`src/rtl/collision_score_if.sv`:
```
// Pipe-position / bird-position bundle consumed by collision_score, plus its game-status results.
interface collision_score_if;
   logic       Start;
   logic [9:0] BirdPosY;
   logic [9:0] PipePosXA;
   logic [9:0] PipePosYA;
   logic [9:0] PipePosXB;
   logic [9:0] PipePosYB;
   logic       Lost;
   logic       Playing;
   logic [9:0] Score;
   logic [9:0] HighScore;

   modport master (
      output Start, BirdPosY, PipePosXA, PipePosYA, PipePosXB, PipePosYB,
      input  Lost, Playing, Score, HighScore
   );

   modport slave (
      input  Start, BirdPosY, PipePosXA, PipePosYA, PipePosXB, PipePosYB,
      output Lost, Playing, Score, HighScore
   );
endinterface

```
`src/rtl/collision_score.sv`:
```
// Collision detection against two pipes and the floor, game FSM, per-game score and session high score.
module collision_score #(
   parameter int unsigned PIPE_W       = 60,
   parameter int unsigned GAP_H        = 120,
   parameter int unsigned BIRD_X       = 200,
   parameter int unsigned BIRD_SZ      = 20,
   parameter int unsigned FLOOR_Y      = 460,
   parameter int unsigned GRACE_CYCLES = 25000000
) (
   input  logic              Clk,
   input  logic              Reset,
   collision_score_if.slave  bus
);

   localparam logic [10:0] BIRD_L     = 11'(BIRD_X);
   localparam logic [10:0] BIRD_R     = 11'(BIRD_X + BIRD_SZ - 1);
   localparam logic [10:0] PIPE_SPAN  = 11'(PIPE_W - 1);
   localparam logic [10:0] GAP_SPAN   = 11'(GAP_H);
   localparam logic [10:0] BIRD_SPAN  = 11'(BIRD_SZ);
   localparam logic [10:0] FLOOR_ROW  = 11'(FLOOR_Y);
   localparam logic [24:0] GRACE_LOAD = 25'(GRACE_CYCLES);

   typedef enum logic [2:0] {
      IDLE = 3'b001,
      PLAY = 3'b010,
      LOST = 3'b100
   } state_t;

   state_t      state, state_nxt;
   logic        lost, playing;
   logic [9:0]  score, score_nxt;
   logic [9:0]  high_score, high_score_nxt;
   logic [24:0] grace, grace_nxt;
   logic        armed, armed_nxt;
   logic        hit_r;
   logic [10:0] prev_right_a, prev_right_b;

   logic        hit_now;
   logic [10:0] right_a, right_b;
   logic        clear_a, clear_b;
   logic [11:0] score_sum;

   function automatic logic pipe_hit(input logic [9:0] px, input logic [9:0] py,
                                     input logic [9:0] by);
      logic [10:0] left, right, gap_top, gap_end, bird_top, bird_end;
      left     = {1'b0, px};
      right    = left + PIPE_SPAN;
      gap_top  = {1'b0, py};
      gap_end  = gap_top + GAP_SPAN;
      bird_top = {1'b0, by};
      bird_end = bird_top + BIRD_SPAN;
      return (left <= BIRD_R) && (right >= BIRD_L) &&
             ((bird_top < gap_top) || (bird_end > gap_end));
   endfunction

   assign hit_now = pipe_hit(bus.PipePosXA, bus.PipePosYA, bus.BirdPosY) ||
                    pipe_hit(bus.PipePosXB, bus.PipePosYB, bus.BirdPosY) ||
                    (({1'b0, bus.BirdPosY} + BIRD_SPAN) > FLOOR_ROW);

   assign right_a   = {1'b0, bus.PipePosXA} + PIPE_SPAN;
   assign right_b   = {1'b0, bus.PipePosXB} + PIPE_SPAN;
   assign clear_a   = armed && (prev_right_a >= BIRD_L) && (right_a < BIRD_L);
   assign clear_b   = armed && (prev_right_b >= BIRD_L) && (right_b < BIRD_L);
   assign score_sum = 12'(score) + 12'(clear_a) + 12'(clear_b);

   always_comb begin
      state_nxt      = state;
      score_nxt      = score;
      high_score_nxt = high_score;
      grace_nxt      = grace;
      armed_nxt      = armed;
      unique case (state)
         IDLE: begin
            if (bus.Start) begin
               state_nxt = PLAY;
               score_nxt = '0;
               grace_nxt = GRACE_LOAD;
               armed_nxt = 1'b0;
            end
         end
         PLAY: begin
            armed_nxt = 1'b1;
            score_nxt = (score_sum > 12'd1023) ? '1 : score_sum[9:0];
            if (grace != '0)
               grace_nxt = grace - 25'd1;
            else if (hit_r)
               state_nxt = LOST;
         end
         LOST: begin
            // Score is frozen in LOST, so comparing every LOST cycle equals comparing on entry.
            if (score > high_score)
               high_score_nxt = score;
            if (bus.Start)
               state_nxt = IDLE;
         end
         default: state_nxt = IDLE;
      endcase
   end

   always_ff @(posedge Clk or posedge Reset) begin
      if (Reset) begin
         state        <= IDLE;
         lost         <= 1'b0;
         playing      <= 1'b0;
         score        <= '0;
         high_score   <= '0;
         grace        <= '0;
         armed        <= 1'b0;
         hit_r        <= 1'b0;
         prev_right_a <= '0;
         prev_right_b <= '0;
      end else begin
         state        <= state_nxt;
         lost         <= (state_nxt == LOST);
         playing      <= (state_nxt == PLAY);
         score        <= score_nxt;
         high_score   <= high_score_nxt;
         grace        <= grace_nxt;
         armed        <= armed_nxt;
         hit_r        <= hit_now;
         prev_right_a <= right_a;
         prev_right_b <= right_b;
      end
   end

   assign bus.Lost      = lost;
   assign bus.Playing   = playing;
   assign bus.Score     = score;
   assign bus.HighScore = high_score;

endmodule
```
`src/flat_wrapper.sv`:
```
// flat-port wrapper written by rule: the top's interface ports become plain ports
module collision_score_flat 
#(
   parameter int unsigned PIPE_W       = 60,
   parameter int unsigned GAP_H        = 120,
   parameter int unsigned BIRD_X       = 200,
   parameter int unsigned BIRD_SZ      = 20,
   parameter int unsigned FLOOR_Y      = 460,
   parameter int unsigned GRACE_CYCLES = 25000000
)
  (Clk, Reset, bus_Start, bus_BirdPosY, bus_PipePosXA, bus_PipePosYA, bus_PipePosXB, bus_PipePosYB, bus_Lost, bus_Playing, bus_Score, bus_HighScore);
  collision_score_if bus_i ();
  input  logic Clk;
  input  logic Reset;
  input wire logic [$bits(bus_i.Start)-1:0] bus_Start;
  input wire logic [$bits(bus_i.BirdPosY)-1:0] bus_BirdPosY;
  input wire logic [$bits(bus_i.PipePosXA)-1:0] bus_PipePosXA;
  input wire logic [$bits(bus_i.PipePosYA)-1:0] bus_PipePosYA;
  input wire logic [$bits(bus_i.PipePosXB)-1:0] bus_PipePosXB;
  input wire logic [$bits(bus_i.PipePosYB)-1:0] bus_PipePosYB;
  output wire logic [$bits(bus_i.Lost)-1:0] bus_Lost;
  output wire logic [$bits(bus_i.Playing)-1:0] bus_Playing;
  output wire logic [$bits(bus_i.Score)-1:0] bus_Score;
  output wire logic [$bits(bus_i.HighScore)-1:0] bus_HighScore;
  assign bus_i.Start = bus_Start;
  assign bus_i.BirdPosY = bus_BirdPosY;
  assign bus_i.PipePosXA = bus_PipePosXA;
  assign bus_i.PipePosYA = bus_PipePosYA;
  assign bus_i.PipePosXB = bus_PipePosXB;
  assign bus_i.PipePosYB = bus_PipePosYB;
  assign bus_Lost = bus_i.Lost;
  assign bus_Playing = bus_i.Playing;
  assign bus_Score = bus_i.Score;
  assign bus_HighScore = bus_i.HighScore;
  collision_score #(.PIPE_W(PIPE_W), .GAP_H(GAP_H), .BIRD_X(BIRD_X), .BIRD_SZ(BIRD_SZ), .FLOOR_Y(FLOOR_Y), .GRACE_CYCLES(GRACE_CYCLES)) u_core (.Clk(Clk), .Reset(Reset), .bus(bus_i));
endmodule
```
`config.mk`:
```
export PLATFORM = sky130hd
export DESIGN_NAME = collision_score_flat
export DESIGN_NICKNAME = d
export VERILOG_FILES = /design/src/rtl/collision_score_if.sv /design/src/rtl/collision_score.sv /design/src/flat_wrapper.sv
export SDC_FILE = /design/constraint.sdc
export NUM_CORES = 1
export LEC_CHECK = 0
export CAP_MARGIN = 10
export CORE_UTILIZATION = 50
export CTS_CLUSTER_DIAMETER = 100
export DETAILED_ROUTE_END_ITERATION = 16
export PLACE_DENSITY = 0.74
export SLEW_MARGIN = 20
export SYNTH_ARGS = -nofsm -noshare
export SYNTH_HDL_FRONTEND = slang
export SYNTH_SLANG_ARGS = --single-unit
```
`constraint.sdc`:
```
create_clock -name Clk -period 8.7 [get_ports Clk]
set_input_delay 2.61 -clock Clk [delete_from_list [all_inputs] [get_ports Clk]]
set_output_delay 2.61 -clock Clk [all_outputs]
set_load 0.1 [all_outputs]
```
Word-level counts from Yosys, hierarchy flattened
Index checks and enable logic that the tools add are counted.
- flip-flop bits (word level): 74
- bits in latches: 0
- bits in writable memories: 0
- ROM bits: 0
- input bits: 53
- output and inout bits: 22
- word-level logic and storage cells: 70
- memories kept: 0
- add/sub/neg operators: 8
- $mul: 0
- divide/modulo/power cells: 0
- magnitude comparators: 15
- eq/ne operators: 7
- shifts and indexed selects: 0
- mux-type cells: 13
- bitwise logic cells: 0
- reductions and logical operators: 17
- operators with widths (cell ; count):
    $mux 25 ; 2
    $pmux 25 s2 ; 1
    $ge 11x8->1 const B ; 4
    $reduce_bool 25->1 ; 1
    $sub 25x1->25 const B ; 1
    $add 10x6->11 const B ; 2
    $add 10x7->11 const B ; 2
    $gt 11x11->1 ; 2
    $lt 11x8->1 const B ; 2
    $le 10x8->1 const B ; 2
    $lt 10x10->1 ; 2
    $mux 10 ; 2
    $pmux 10 s2 ; 1
    $add 12x1->12 ; 1
    $gt 12x10->1 const B ; 1
    $mux 3 ; 4
    $add 10x1->11 ; 1
    $add 10x5->11 const B ; 1
    $gt 11x9->1 const B ; 1
    $gt 10x10->1 ; 1
    $pmux 3 s3 ; 1
    $logic_and 1x1->1 ; 8
    $eq 3x2->1 const B ; 2
    $eq 3x3->1 const B ; 2
    9 further kinds ; 13

Logic depth before layout (Yosys ltp)
- word-level depth: 8
- mapped depth: 17

Worst setup path before layout
OpenSTA, ideal clock, no wires.
- kind: input -> register
- from: in bus_PipePosXA[0]
- to: reg u_core.score[3], in the netlist u_core.bus.Score[3]
- setup time: 0.094 ns
- arrival time: 5.882 ns
- required time: 8.606 ns
- path slack: 2.724 ns
- cell stages on the path: 17
- path through: inv_1 -> ha_1 -> nand2b_1 -> nand2_1 -> nand3_1 -> nor3_1 -> a21oi_1 -> a2111oi_0 -> ha_1 -> ha_1 -> clkbuf_1 -> nand3_1 -> o32ai_1 -> o221ai_1 -> o31a_1 -> a21o_1 -> a211oi_1
- cells in the longest elaborated chain, start to end: 8
- ends and longest elaborated chain (what ; RTL line ; RTL):
    start, declared ; flat_wrapper.sv:17 ; input wire logic [$bits(bus_i.PipePosXA)-1:0] bus_PipePosXA;
    $add 10x6->11 (*) ; collision_score.sv:60 ; assign right_a = {1'b0, bus.PipePosXA} + PIPE_SPAN;
    $lt 11x8->1 (*) ; collision_score.sv:62 ; assign clear_a = armed && (prev_right_a >= BIRD_L) && (right_a < BIRD_L);
    $logic_and 1x1->1 (*) ; collision_score.sv:62 ;
    $add 10x1->11 (*) ; collision_score.sv:64 ; assign score_sum = 12'(score) + 12'(clear_a) + 12'(clear_b);
    $add 12x1->12 (*) ; collision_score.sv:64 ;
    $gt 12x10->1 ; collision_score.sv:83 ; score_nxt = (score_sum > 12'd1023) ? '1 : score_sum[9:0];
    $mux 10 (*) ; collision_score.sv:83 ;
    $pmux 10 s2 (*) ; collision_score.sv:72 ; unique case (state)
    end signal, assigned ; collision_score.sv:116 ; score <= score_nxt;
    end, declared ; collision_score.sv:31 ; logic [9:0] score, score_nxt;
Mark *: on every way between the ends. The rest lies on a longest branch, timed or not.
A chain may end at the register's enable or synchronous reset.

Worst setup path after layout
- from: in bus_PipePosXA[4]
- to: reg u_core.score[2], in the netlist u_core.bus.Score[2]
Same word-level chain as after synthesis.

==> impl_metrics.tcl <==
set metrics [dict create \
    synth_cells 610 \
    yosysWarnings 0 \
    ctsHoldBuffers 0 \
    async_flop_share 1.00 \
    ctsLongestPathBuffers 2 \
    critPathArrivalTime_ns 7.39 \
    area_growth_pct 19.4 \
    vias 4779 \
    core_area_um2 10400 \
    finalSetupViolCount 0 \
    first_global_vias 4699 \
    final_antenna_net_count 0 \
    syn-cell-area_um2 5360 \
    cts_resized 0 \
    fp.dieArea_um2 11100 \
    clock-sinks 68 \
    final_core_util 0.617 \
    worst-setup-path-type "primary input to register" \
    antenna_cells 0 \
    post-dp-hpwl_um 9560 \
    htreeDepth 3 \
    synth_edf_count 0 \
    fin_skew_ns 0.0101 \
    port-buffer-count 74 \
    instances_no_fill 814 \
    place_congestion 0.897 \
    grt-ovfl-total 0 \
    synth_cell_types 65 \
    start_util 0.517 \
    drt_iter0_drc 185 \
    layout-drive-gt1-share 0.0428 \
    insertion_delay_ns 0.35 \
    cts_tree "done" \
    antenna_found_initial 0 \
    synth-seq-cells 68 \
    row_count 37 \
    post_drt_wl_per_cell_um 15.2 \
    via_per_inst 5.87 \
    clk_pin_slew_ns 0.07 \
    rsz0062_at_grt "no" \
    gr-usage-all-layers 0.235 \
    syn_nets 722 \
    mostFrequentLayoutCells "74 x clkdlybuf4s50_1, 67 x dfrtp_1, 59 x ha_1" \
    synth.avg_cell_area_um2 8.78 \
    synthFlopType "dfrtp_1" \
    required_ns 8.96 \
    relSlewSlack 0.348 \
    hp-class "register to register" \
    place_inst 800 \
    cp_max_fo 16 \
    maxCapViolations 0 \
    grt_pass1_wl_um 21200 \
    status "finished clean" \
    power_density_nw_per_um2 164 \
    cts_buffers 9 \
    synth_top_area_share 0.313 \
    critPathTopFamily "compound AO/OA/AOI/OAI gates" \
    num_io_pins 75 \
    startpoint_type "primary input" \
    synth_top_area_cell "dfrtp_1" \
    postCtsSetupRepairBufs 0 \
    cp_slowest_stage_delay_ns 0.60 \
    synth_area_leaders "dfrtp_1 31%, ha_1 14%, xnor2_1 5.7%, nand2_1 3.6%, inv_1 3.4%" \
    crit_chain "clkdlybuf4s50_1 > nor3_1 > nand2_1 > nand3_1 > a21oi_1 > a2111oi_0 > ha_1 > ha_1 > nand3_1 > o32ai_1 > o221ai_1 > o31ai_2 > o21ai_0 > a21oi_1" \
    die_w_um 106 \
    worst-path-buf-inv 1 \
    firstDrtPassIters 4 \
    ir_drop_v 0.000105 \
    worstMarginPinSlew_ns 0.976 \
    fin_nets 787 \
    critPathCaptureType "register" \
    die_h_um 106 \
    drc 0 \
    leakage_uw 0.00275 \
    cp_slowest_cell "a2111oi_0" \
    period_minus_slack_ns 7.13 \
    ys_seq_area_frac 0.318 \
    fmax_mhz 140 \
    drt-total-wl_um 12400 \
    slew_violations 0 \
    root_buffer "clkbuf_8" \
    setup_tns_ns 0 \
    final_common_cell "clkdlybuf4s50_1" \
    finalCritPeriodShare 0.819 \
    hold_viol_final 0 \
    grt_max_degree 69 \
]
-- state kept, by name (all words and copies together), names as in the netlist, 3 cells and up --
signal,cells
u_core.bus.HighScore,10
u_core.prev_right_b,8
u_core.bus.Score,10
u_core.grace,25
u_core.prev_right_a,8
u_core.state,3
-- final timing paths --
path | slack [ns] | depth (start not counted) | start | to
max in group asynchronous | 5.28 | 3 | Reset | u_core.grace[16]
min | 0.51 | 1 | u_core.grace[0] | u_core.grace[0]
max | 1.57 | 14 | bus_PipePosXA[4] | u_core.bus.Score[2]
min in group asynchronous | 2.88 | 3 | Reset | u_core.grace[22]
min reg2reg | 0.51 | 1 | u_core.grace[0] | u_core.grace[0]
max reg2reg | 4.88 | 10 | u_core.prev_right_a[3] | u_core.bus.Score[2]
-- cells in the mapped netlist (3+ instances only) --
master and n:
and4b_1 4, nor3b_1 3, and4_1 3, clkbuf_1 16, mux2_2 6, nor2b_1 9, o32ai_1 4, o21ai_0 29
o2111ai_1 3, and3_1 7, buf_2 5, o31ai_1 5, nand3_1 21, nand4_1 14, inv_1 48, a211oi_1 8
a21oi_1 27, ha_1 59, o31a_1 3, a31oi_1 9, or4_1 7, and2_1 3, or3_1 4, dfrtp_1 67
nand2_1 52, nor3_1 16, nand2b_1 4, nor2_1 43, a21o_1 12, nor4_1 12, nand3b_1 4, o211ai_1 4
xor2_1 15, mux2i_1 7, xnor2_1 35
-- through the flow --
stage / hold slack, ns / setup slack, ns / power [µW] / instance area, µm²
after floorplan: 0.462 / 2.72 / 668 / 5360
after global placement: 0.494 / 1.41 / 765 / 6190
after detailed placement: 0.498 / 1.24 / 778 / 6190
after CTS: 0.508 / 1.61 / 1060 / 6390
after global routing: 0.537 / 1.13 / 1120 / 6390
final: 0.513 / 1.57 / 1050 / 6390
-- power by group --
group / internal, µW / switching, µW
logic: 137 / 240
clock network: 166 / 110
registers: 356 / 41.9
total: 659 / 392
-- area by class of cell --
type                       count  area (µm²)
fill                         914        3980
multi-input combinational    473        3390
sequential                    68        1700
timing repair buffer          75         748
inverter                      48         180
tap                          136         170
clock buffer                  12         145
clock inverter                 2        60.1
-- per-layer routing --
layer	track usage	up-vias	part of all wire
met3	0.0309	28	0.037
met1	0.292	2262	0.45
met4	0.108	0	0.026
li1	-	2361	-
met5	0	-	0
met2	0.404	128	0.49
-- cells by family after synthesis --
family                   count (synthesis)  share of synthesized area
XOR/XNOR                                50                     0.0818
AND/OR/NAND/NOR                        215                      0.211
AO/OA/AOI/OAI                          136                      0.176
multiplexers                            13                     0.0257
flip-flops                              68                      0.318
buffers and inverters                   69                     0.0495
adder cells (fa/ha/maj)                 59                      0.138
Note: power is estimated with default switching activity, not from simulation.
